`src/rtl/vm_virq_arbiter.sv`:
```
// Vectored-interrupt arbiter: shares the CPU interrupt line among NREQ local sources and
// answers the wbi acknowledge, passing it down the daisy chain when nothing local is pending.
// Optional macro VIRQ_RR_EN selects round-robin arbitration instead of fixed priority.
module vm_virq_arbiter #(
  parameter int unsigned NREQ  = 4,
  parameter int unsigned VEC_W = 9
) (
  input  logic                    pin_vm_clk_p,
  input  logic                    pin_vm_init_i,
  input  logic [NREQ-1:0]         pin_req_i,
  input  logic [NREQ*VEC_W-1:0]   pin_vec_i,
  output logic [NREQ-1:0]         pin_gnt_o,
  input  logic                    pin_virq_i,
  output logic                    pin_vm_virq_o,
  input  logic                    pin_wbi_stb_i,
  output logic                    pin_wbi_ack_o,
  output logic [15:0]             pin_wbi_dat_o,
  output logic                    pin_wbi_stb_o,
  input  logic                    pin_wbi_ack_i,
  input  logic [15:0]             pin_wbi_dat_i
);

  localparam int unsigned IDX_W = (NREQ > 1) ? $clog2(NREQ) : 1;

  typedef enum logic [1:0] {
    IDLE = 2'd0,
    HOLD = 2'd1,
    PASS = 2'd2
  } state_e;

  state_e            state_q, state_d;
  logic              stb_old;
  logic              ack_q, ack_d;
  logic [15:0]       dat_q, dat_d;
  logic [NREQ-1:0]   gnt_q, gnt_d;
  logic [IDX_W-1:0]  win;
  logic [VEC_W-1:0]  vec_sel;
  logic              any_req;
  logic              stb_edge;

  assign any_req  = |pin_req_i;
  assign stb_edge = pin_wbi_stb_i & ~stb_old;

`ifdef VIRQ_RR_EN
  logic [IDX_W-1:0]  rr_q, rr_d;

  // Round-robin search starting at the pointer, wrapping past the last source.
  always_comb begin
    logic [IDX_W:0] idx;
    logic           found;
    win   = '0;
    found = 1'b0;
    idx   = '0;
    for (int k = 0; k < int'(NREQ); k++) begin
      idx = {1'b0, rr_q} + (IDX_W+1)'(k);
      if (idx >= (IDX_W+1)'(NREQ)) idx = idx - (IDX_W+1)'(NREQ);
      if (!found && pin_req_i[idx[IDX_W-1:0]]) begin
        found = 1'b1;
        win   = idx[IDX_W-1:0];
      end
    end
  end

  assign rr_d = (win == IDX_W'(NREQ - 1)) ? '0 : win + IDX_W'(1);
`else
  // Fixed priority: lowest index wins.
  always_comb begin
    win = '0;
    for (int i = int'(NREQ) - 1; i >= 0; i--) begin
      if (pin_req_i[i]) win = IDX_W'(i);
    end
  end
`endif

  always_comb begin
    vec_sel = '0;
    for (int i = 0; i < int'(NREQ); i++) begin
      if (win == IDX_W'(i)) vec_sel = pin_vec_i[i*VEC_W +: VEC_W];
    end
  end

  // Next-state and registered-output logic.
  always_comb begin
    state_d = state_q;
    ack_d   = ack_q;
    dat_d   = dat_q;
    gnt_d   = '0;
    case (state_q)
      IDLE: begin
        if (stb_edge) begin
          if (any_req) begin
            state_d = HOLD;
            ack_d   = 1'b1;
            dat_d   = 16'(vec_sel);
            gnt_d   = NREQ'(1) << win;
          end else begin
            state_d = PASS;
          end
        end
      end
      HOLD: begin
        if (!pin_wbi_stb_i) begin
          state_d = IDLE;
          ack_d   = 1'b0;
          dat_d   = '0;
        end
      end
      PASS: begin
        if (!pin_wbi_stb_i) state_d = IDLE;
      end
      default: state_d = IDLE;
    endcase
  end

  always_ff @(posedge pin_vm_clk_p or posedge pin_vm_init_i) begin
    if (pin_vm_init_i) begin
      state_q <= IDLE;
      stb_old <= 1'b0;
      ack_q   <= 1'b0;
      dat_q   <= '0;
      gnt_q   <= '0;
    end else begin
      state_q <= state_d;
      stb_old <= pin_wbi_stb_i;
      ack_q   <= ack_d;
      dat_q   <= dat_d;
      gnt_q   <= gnt_d;
    end
  end

`ifdef VIRQ_RR_EN
  // Pointer advances only when a local source is granted.
  always_ff @(posedge pin_vm_clk_p or posedge pin_vm_init_i) begin
    if (pin_vm_init_i) begin
      rr_q <= '0;
    end else if (state_q == IDLE && stb_edge && any_req) begin
      rr_q <= rr_d;
    end
  end
`endif

  // In PASS the chain is transparent; otherwise the local registers drive the CPU.
  assign pin_vm_virq_o = any_req | pin_virq_i;
  assign pin_gnt_o     = gnt_q;
  assign pin_wbi_stb_o = (state_q == PASS) & pin_wbi_stb_i;
  assign pin_wbi_ack_o = (state_q == PASS) ? pin_wbi_ack_i : ack_q;
  assign pin_wbi_dat_o = (state_q == PASS) ? pin_wbi_dat_i : dat_q;

endmodule

```
`config.mk`:
```
export PLATFORM = sky130hd
export DESIGN_NAME = vm_virq_arbiter
export DESIGN_NICKNAME = d
export VERILOG_FILES = /design/src/rtl/vm_virq_arbiter.sv
export SDC_FILE = /design/constraint.sdc
export NUM_CORES = 1
export LEC_CHECK = 0
export CELL_PAD_IN_SITES_DETAIL_PLACEMENT = 1
export CELL_PAD_IN_SITES_GLOBAL_PLACEMENT = 2
export CORE_MARGIN = 2
export CORE_UTILIZATION = 20
export DETAILED_ROUTE_END_ITERATION = 10
export PLACE_DENSITY = 0.87
export RECOVER_POWER = 25
export SYNTH_ARGS = -nofsm -noshare
export SYNTH_HDL_FRONTEND = slang
export SYNTH_SLANG_ARGS = --single-unit
```
`constraint.sdc`:
```
create_clock -name pin_vm_clk_p -period 3.45 [get_ports pin_vm_clk_p]
set_input_delay 0.69 -clock pin_vm_clk_p [delete_from_list [all_inputs] [get_ports pin_vm_clk_p]]
set_output_delay 0.69 -clock pin_vm_clk_p [all_outputs]
set_load 0.01 [all_outputs]
```
# ---- Yosys cells after proc, flatten, opt, wreduce, memory -nomap -nowiden
# Cells that the tools add are included.
dict set report op_classes {
  eq_ne 9
  shift 1
  muxes 25
  bitwise 4
  n_reduce_logical 7
}
# operator count
set op_table {}
lappend op_table {{two-way mux 16 bit} 4}
lappend op_table {{two-way mux 9 bit} 4}
lappend op_table {{one-hot mux 16 bit (2 select lines)} 1}
lappend op_table {{two-way mux 2 bit} 7}
lappend op_table {{two-way mux 4 bit} 3}
lappend op_table {{!= test 2 bit (second input constant)} 4}
lappend op_table {{equality test 2 bit (second input constant)} 3}
lappend op_table {{equality test 2 x 1 -> 1 bit (second input constant)} 2}
lappend op_table {{zero test 2 bit} 2}
lappend op_table {{two-way mux 1 bit} 4}
lappend op_table {{one-hot mux 2 bit (2 select lines)} 1}
lappend op_table {{AND reduction 4 bit} 1}
lappend op_table {{OR reduction 4 bit} 1}
lappend op_table {{<< shifter 1 x 2 -> 4 bit (first input constant)} 1}
lappend op_table {{bitwise AND 1 bit} 2}
lappend op_table {{one-hot mux 1 bit (2 select lines)} 1}
lappend op_table {{AND reduction 2 bit} 1}
lappend op_table {{nonzero test 2 bit} 1}
lappend op_table {{OR reduction 2 bit} 1}
lappend op_table {{NOT 1 bit} 1}
lappend op_table {{OR 1 bit} 1}
dict set report totals {
  ff_bits 24
  in_bits 61
  out_inout_bits 23
}

# ---- Longest topological paths before layout
dict set report logic_depth {
  ltp_word 12
  mapped_depth 7
}

# ---- Worst setup path after synthesis
# OpenSTA, ideal clock, no wires.
dict set report synth_timing {
  path_kind {register to output}
  start {register state_q[0]}
  end {output port pin_wbi_dat_o[7]}
  t_arrival_ns 1.389
  t_required_ns 2.760
  setup_slack_ns 1.371
  stages_incl_launch_ff 6
  cell_sequence {dfrtp_1 -> inv_1 -> ha_1 -> buf_2 -> clkbuf_1 -> mux2_2}
}
dict set report synth_via {
  elab_chain_cells 2
}
# element line_no
set synth_rtl {}
lappend synth_rtl {{start, declared} 31} ;# state_e state_q, state_d;
lappend synth_rtl {{start signal, assigned} 123} ;# state_q <= state_d;
lappend synth_rtl {{equality test 2 bit} 147} ;# assign pin_wbi_dat_o = (state_q == PASS) ? pin_wbi_dat_i : dat_q;
lappend synth_rtl {{two-way mux 16 bit} 147}
lappend synth_rtl {{end, declared} 17} ;# output logic [15:0] pin_wbi_dat_o,
# Every way passes these cells.

# ---- Worst setup path in the final report
dict set report layout_timing {
  start {input port pin_req_i[0]}
  end {output port pin_vm_virq_o}
}
dict set report layout_via {
  elab_chain_cells 2
}
# element line_no
set layout_rtl {}
lappend layout_rtl {{start, declared} 10} ;# input logic [NREQ-1:0] pin_req_i,
lappend layout_rtl {{OR reduction 4 bit} 41} ;# assign any_req = |pin_req_i;
lappend layout_rtl {{OR 1 bit} 143} ;# assign pin_vm_virq_o = any_req | pin_virq_i;
lappend layout_rtl {{end, declared} 14} ;# output logic pin_vm_virq_o,
# Every way passes these cells.

==> results.sh <==
export IMPL_reg2reg_from="state_q[0]"
export IMPL_maxSlewHeadroom_pct=49.6
export IMPL_synth_cell_types=29
export IMPL_hold_start="dat_q[8]"
export IMPL_hold_class="flop to flop"
export IMPL_yosys_warnings=0
export IMPL_grt_usage_pct=13.0
export IMPL_cts_resized=0
export IMPL_ys_seq_area_share_pct=34.9
export IMPL_p_leak_nw=0.833
export IMPL_synthesis_nets=184
export IMPL_antenna_found_initial=0
export IMPL_grt_pass1_wl_um=6600
export IMPL_rows=28
export IMPL_coreArea_um2=5890
export IMPL_hold_end="dat_q[8]"
export IMPL_max_slew_worst_pin_slew_ns=0.752
export IMPL_pin_count=84
export IMPL_drive_gt1_share_pct=10.8
export IMPL_maxCapViolations=0
export IMPL_dp_hpwl_um=3380
export IMPL_diodes=0
export IMPL_max_vdd_ir_drop_mv=0.126
export IMPL_postSynthCellCount=120
export IMPL_avgSynthCellArea_um2=10.1
export IMPL_cts_buffers=3
export IMPL_die_w_um=82.0
export IMPL_synth_cell_area_um2=1220
export IMPL_finish_utilization_pct=36.8
export IMPL_maxSlewViolCount=0
export IMPL_ctsRootBufferMaster="clkbuf_8"
export IMPL_port_buffers=83
export IMPL_critPathKind="input port to output port"
export IMPL_vias_per_cell=4.69
export IMPL_drc_errors=0
export IMPL_die_area_um2=6730
export IMPL_worstSkewPairLatency_ns=0.25
export IMPL_setup_tns_ns=0
export IMPL_grt_pass1_vias=1349
export IMPL_min_path_cells=1
export IMPL_vias=1303
export IMPL_drt_wl_total_um=4450
export IMPL_gp_congestion=0.736
export IMPL_period_share_pct=83.3
export IMPL_fin_crit_ns=2.87
export IMPL_finalSetupViolCount=0
export IMPL_area_growth_pct=77.8
export IMPL_h_tree_depth=1
export IMPL_dr_pass1_iters=3
export IMPL_grt_max_degree=22
export IMPL_hold_viol_final=0
export IMPL_status="finished, final reports clean"
export IMPL_drt_iter0_drc=36
export IMPL_cts_hold_buf=0
export IMPL_r2r_end="dat_q[1]"
export IMPL_drt_wirelength_per_cell_um=16.0
export IMPL_start_kind="input port"
export IMPL_clock_sinks=17
export IMPL_arrival_ns=2.18
export IMPL_die_y_um=82.0
export IMPL_r2r_slack_ns=1.42
export IMPL_fillers=679
export IMPL_cp_max_fo=4
export IMPL_cts_setup_buffers=0
export IMPL_start_util_pct=20.7
export IMPL_powerDensity_nw_per_um2=437
export IMPL_total_power_mw=0.946
export IMPL_rsz0062_at_grt="false"
export IMPL_finClkSkew_ns=0.00133
export IMPL_cts_clk_slew_worst_paths_ns=0.07
export IMPL_layout_nets=268
export IMPL_clock_path_buffers=2
export IMPL_synth_seq_cells=17
export IMPL_worst_r2r_cell_count=6
export IMPL_fmax_mhz=348
export IMPL_endpoint_kind="output port"
export IMPL_cp_required_ns=2.76
export IMPL_cts_tree="yes"
export IMPL_overflow=0
export IMPL_ant_nets=0
==> cell usage after synthesis <==
master,count,area [um2]
a211o_1,9,78.8
a21oi_1,1,5.00
a21oi_4,1,16.3
a22o_1,1,8.76
a32o_1,2,20.0
a32oi_1,9,78.8
and2_1,8,50.1
buf_2,2,10.0
buf_4,1,7.51
buf_6,2,22.5
clkbuf_1,2,7.51
clkbuf_2,1,5.00
dfrtp_1,17,425
ha_1,3,37.5
inv_1,5,18.8
mux2_2,10,113
nand2_1,3,11.3
nand2b_1,7,43.8
nand3b_2,1,11.3
nor2_1,6,22.5
nor2b_1,1,6.26
nor3_2,1,10.0
nor3b_1,2,15.0
nor4_4,1,21.3
o21ai_0,9,45.0
o21ai_1,1,5.00
o2bb2ai_1,9,78.8
o31ai_2,1,12.5
or2b_1,4,30.0
==> cells by family (layout without fill, tap and decap cells) <==
logic type	Yosys count	in the layout	share of synthesized area [%]
AOI/OAI and AO/OA	43	43	28.7
adders and majority gates	3	3	3.08
buffers and inverters	13	96	5.86
DFF	17	17	34.9
muxes	10	10	9.25
and+or+nand+nor	34	34	18.2
==> power by group <==
part           internal [mW]  switching, mW
clock                 0.0819         0.0679
sequential             0.259         0.0398
combinational          0.291          0.206
total                  0.632          0.314
==> area by class of cell <==
cell class / count / area, um2 / share of cell area (%)
clock buffer: 4 / 45.0 / 2.08
inverter: 5 / 18.8 / 0.867
multi-input combinational: 90 / 721 / 33.3
sequential: 17 / 425 / 19.7
tap: 75 / 93.8 / 4.34
timing repair buffer: 87 / 861 / 39.8
==> per-layer routing <==
metal	wire length [um]	share of wire (%)	vias to the layer above	GRT usage, %
met2	1890	42	56	19.1
met4	17	0.38	0	3.00
li1	-	-	618	-
met5	0	0	-	0
met3	406	9.1	2	4.51
met1	2140	48	627	18.1
==> how the worst max path moves through the flow <==
| stage | startpoint | endpoint | slack (ns) | depth (start not counted) |
|---|---|---|---|---|
| floorplan | state_q[0] | pin_wbi_dat_o[7] | 1.37 | 5 |
| detailed placement | pin_req_i[0] | pin_vm_virq_o | 0.55 | 4 |
| finish | pin_req_i[0] | pin_vm_virq_o | 0.58 | 4 |
| global route | pin_req_i[0] | pin_vm_virq_o | 0.48 | 4 |
| CTS | pin_req_i[0] | pin_vm_virq_o | 0.55 | 4 |
| global placement | pin_req_i[0] | pin_vm_virq_o | 0.59 | 4 |
==> flip-flops by register name, indices dropped and copies added (netlist names) <==
name / cells
dat_q: 9
pin_gnt_o: 4
state_q: 2
ack_q: 1
stb_old: 1
==> metrics by stage <==
| stage | instance area [um2] | cells | hold WS, ns | setup slack, ns |
|---|---|---|---|---|
| 6_report | 2160 | 278 | 0.489 | 0.575 |
| 5_1_grt | 2160 | 278 | 0.508 | 0.482 |
| 4_1_cts | 2160 | 278 | 0.497 | 0.546 |
| 3_5_place_dp | 2120 | 274 | 0.475 | 0.552 |
| 3_3_place_gp | 2120 | 274 | 0.477 | 0.588 |
| 2_1_floorplan | 1220 | 120 | 0.452 | 1.37 |
==> placed cells by master, fill, tap and decap left out, drive strengths merged, types with 3 or more instances in the layout <==
master / count
o2bb2ai: 9
o21ai: 10
nor2: 6
mux2: 10
ha: 3
or2b: 4
nand2: 3
inv: 5
buf: 4
clkbuf: 4
nand2b: 7
and2: 8
a211o: 9
dfrtp: 17
clkdlybuf4s50: 81
a32oi: 9
==> critical path, cell delays in order <==
cell             delay [ns]
clkdlybuf4s50_1        0.49
nor4_4                 0.42
nand2b_1               0.09
clkdlybuf4s50_1        0.48
Power figures use the tool's default switching activity.
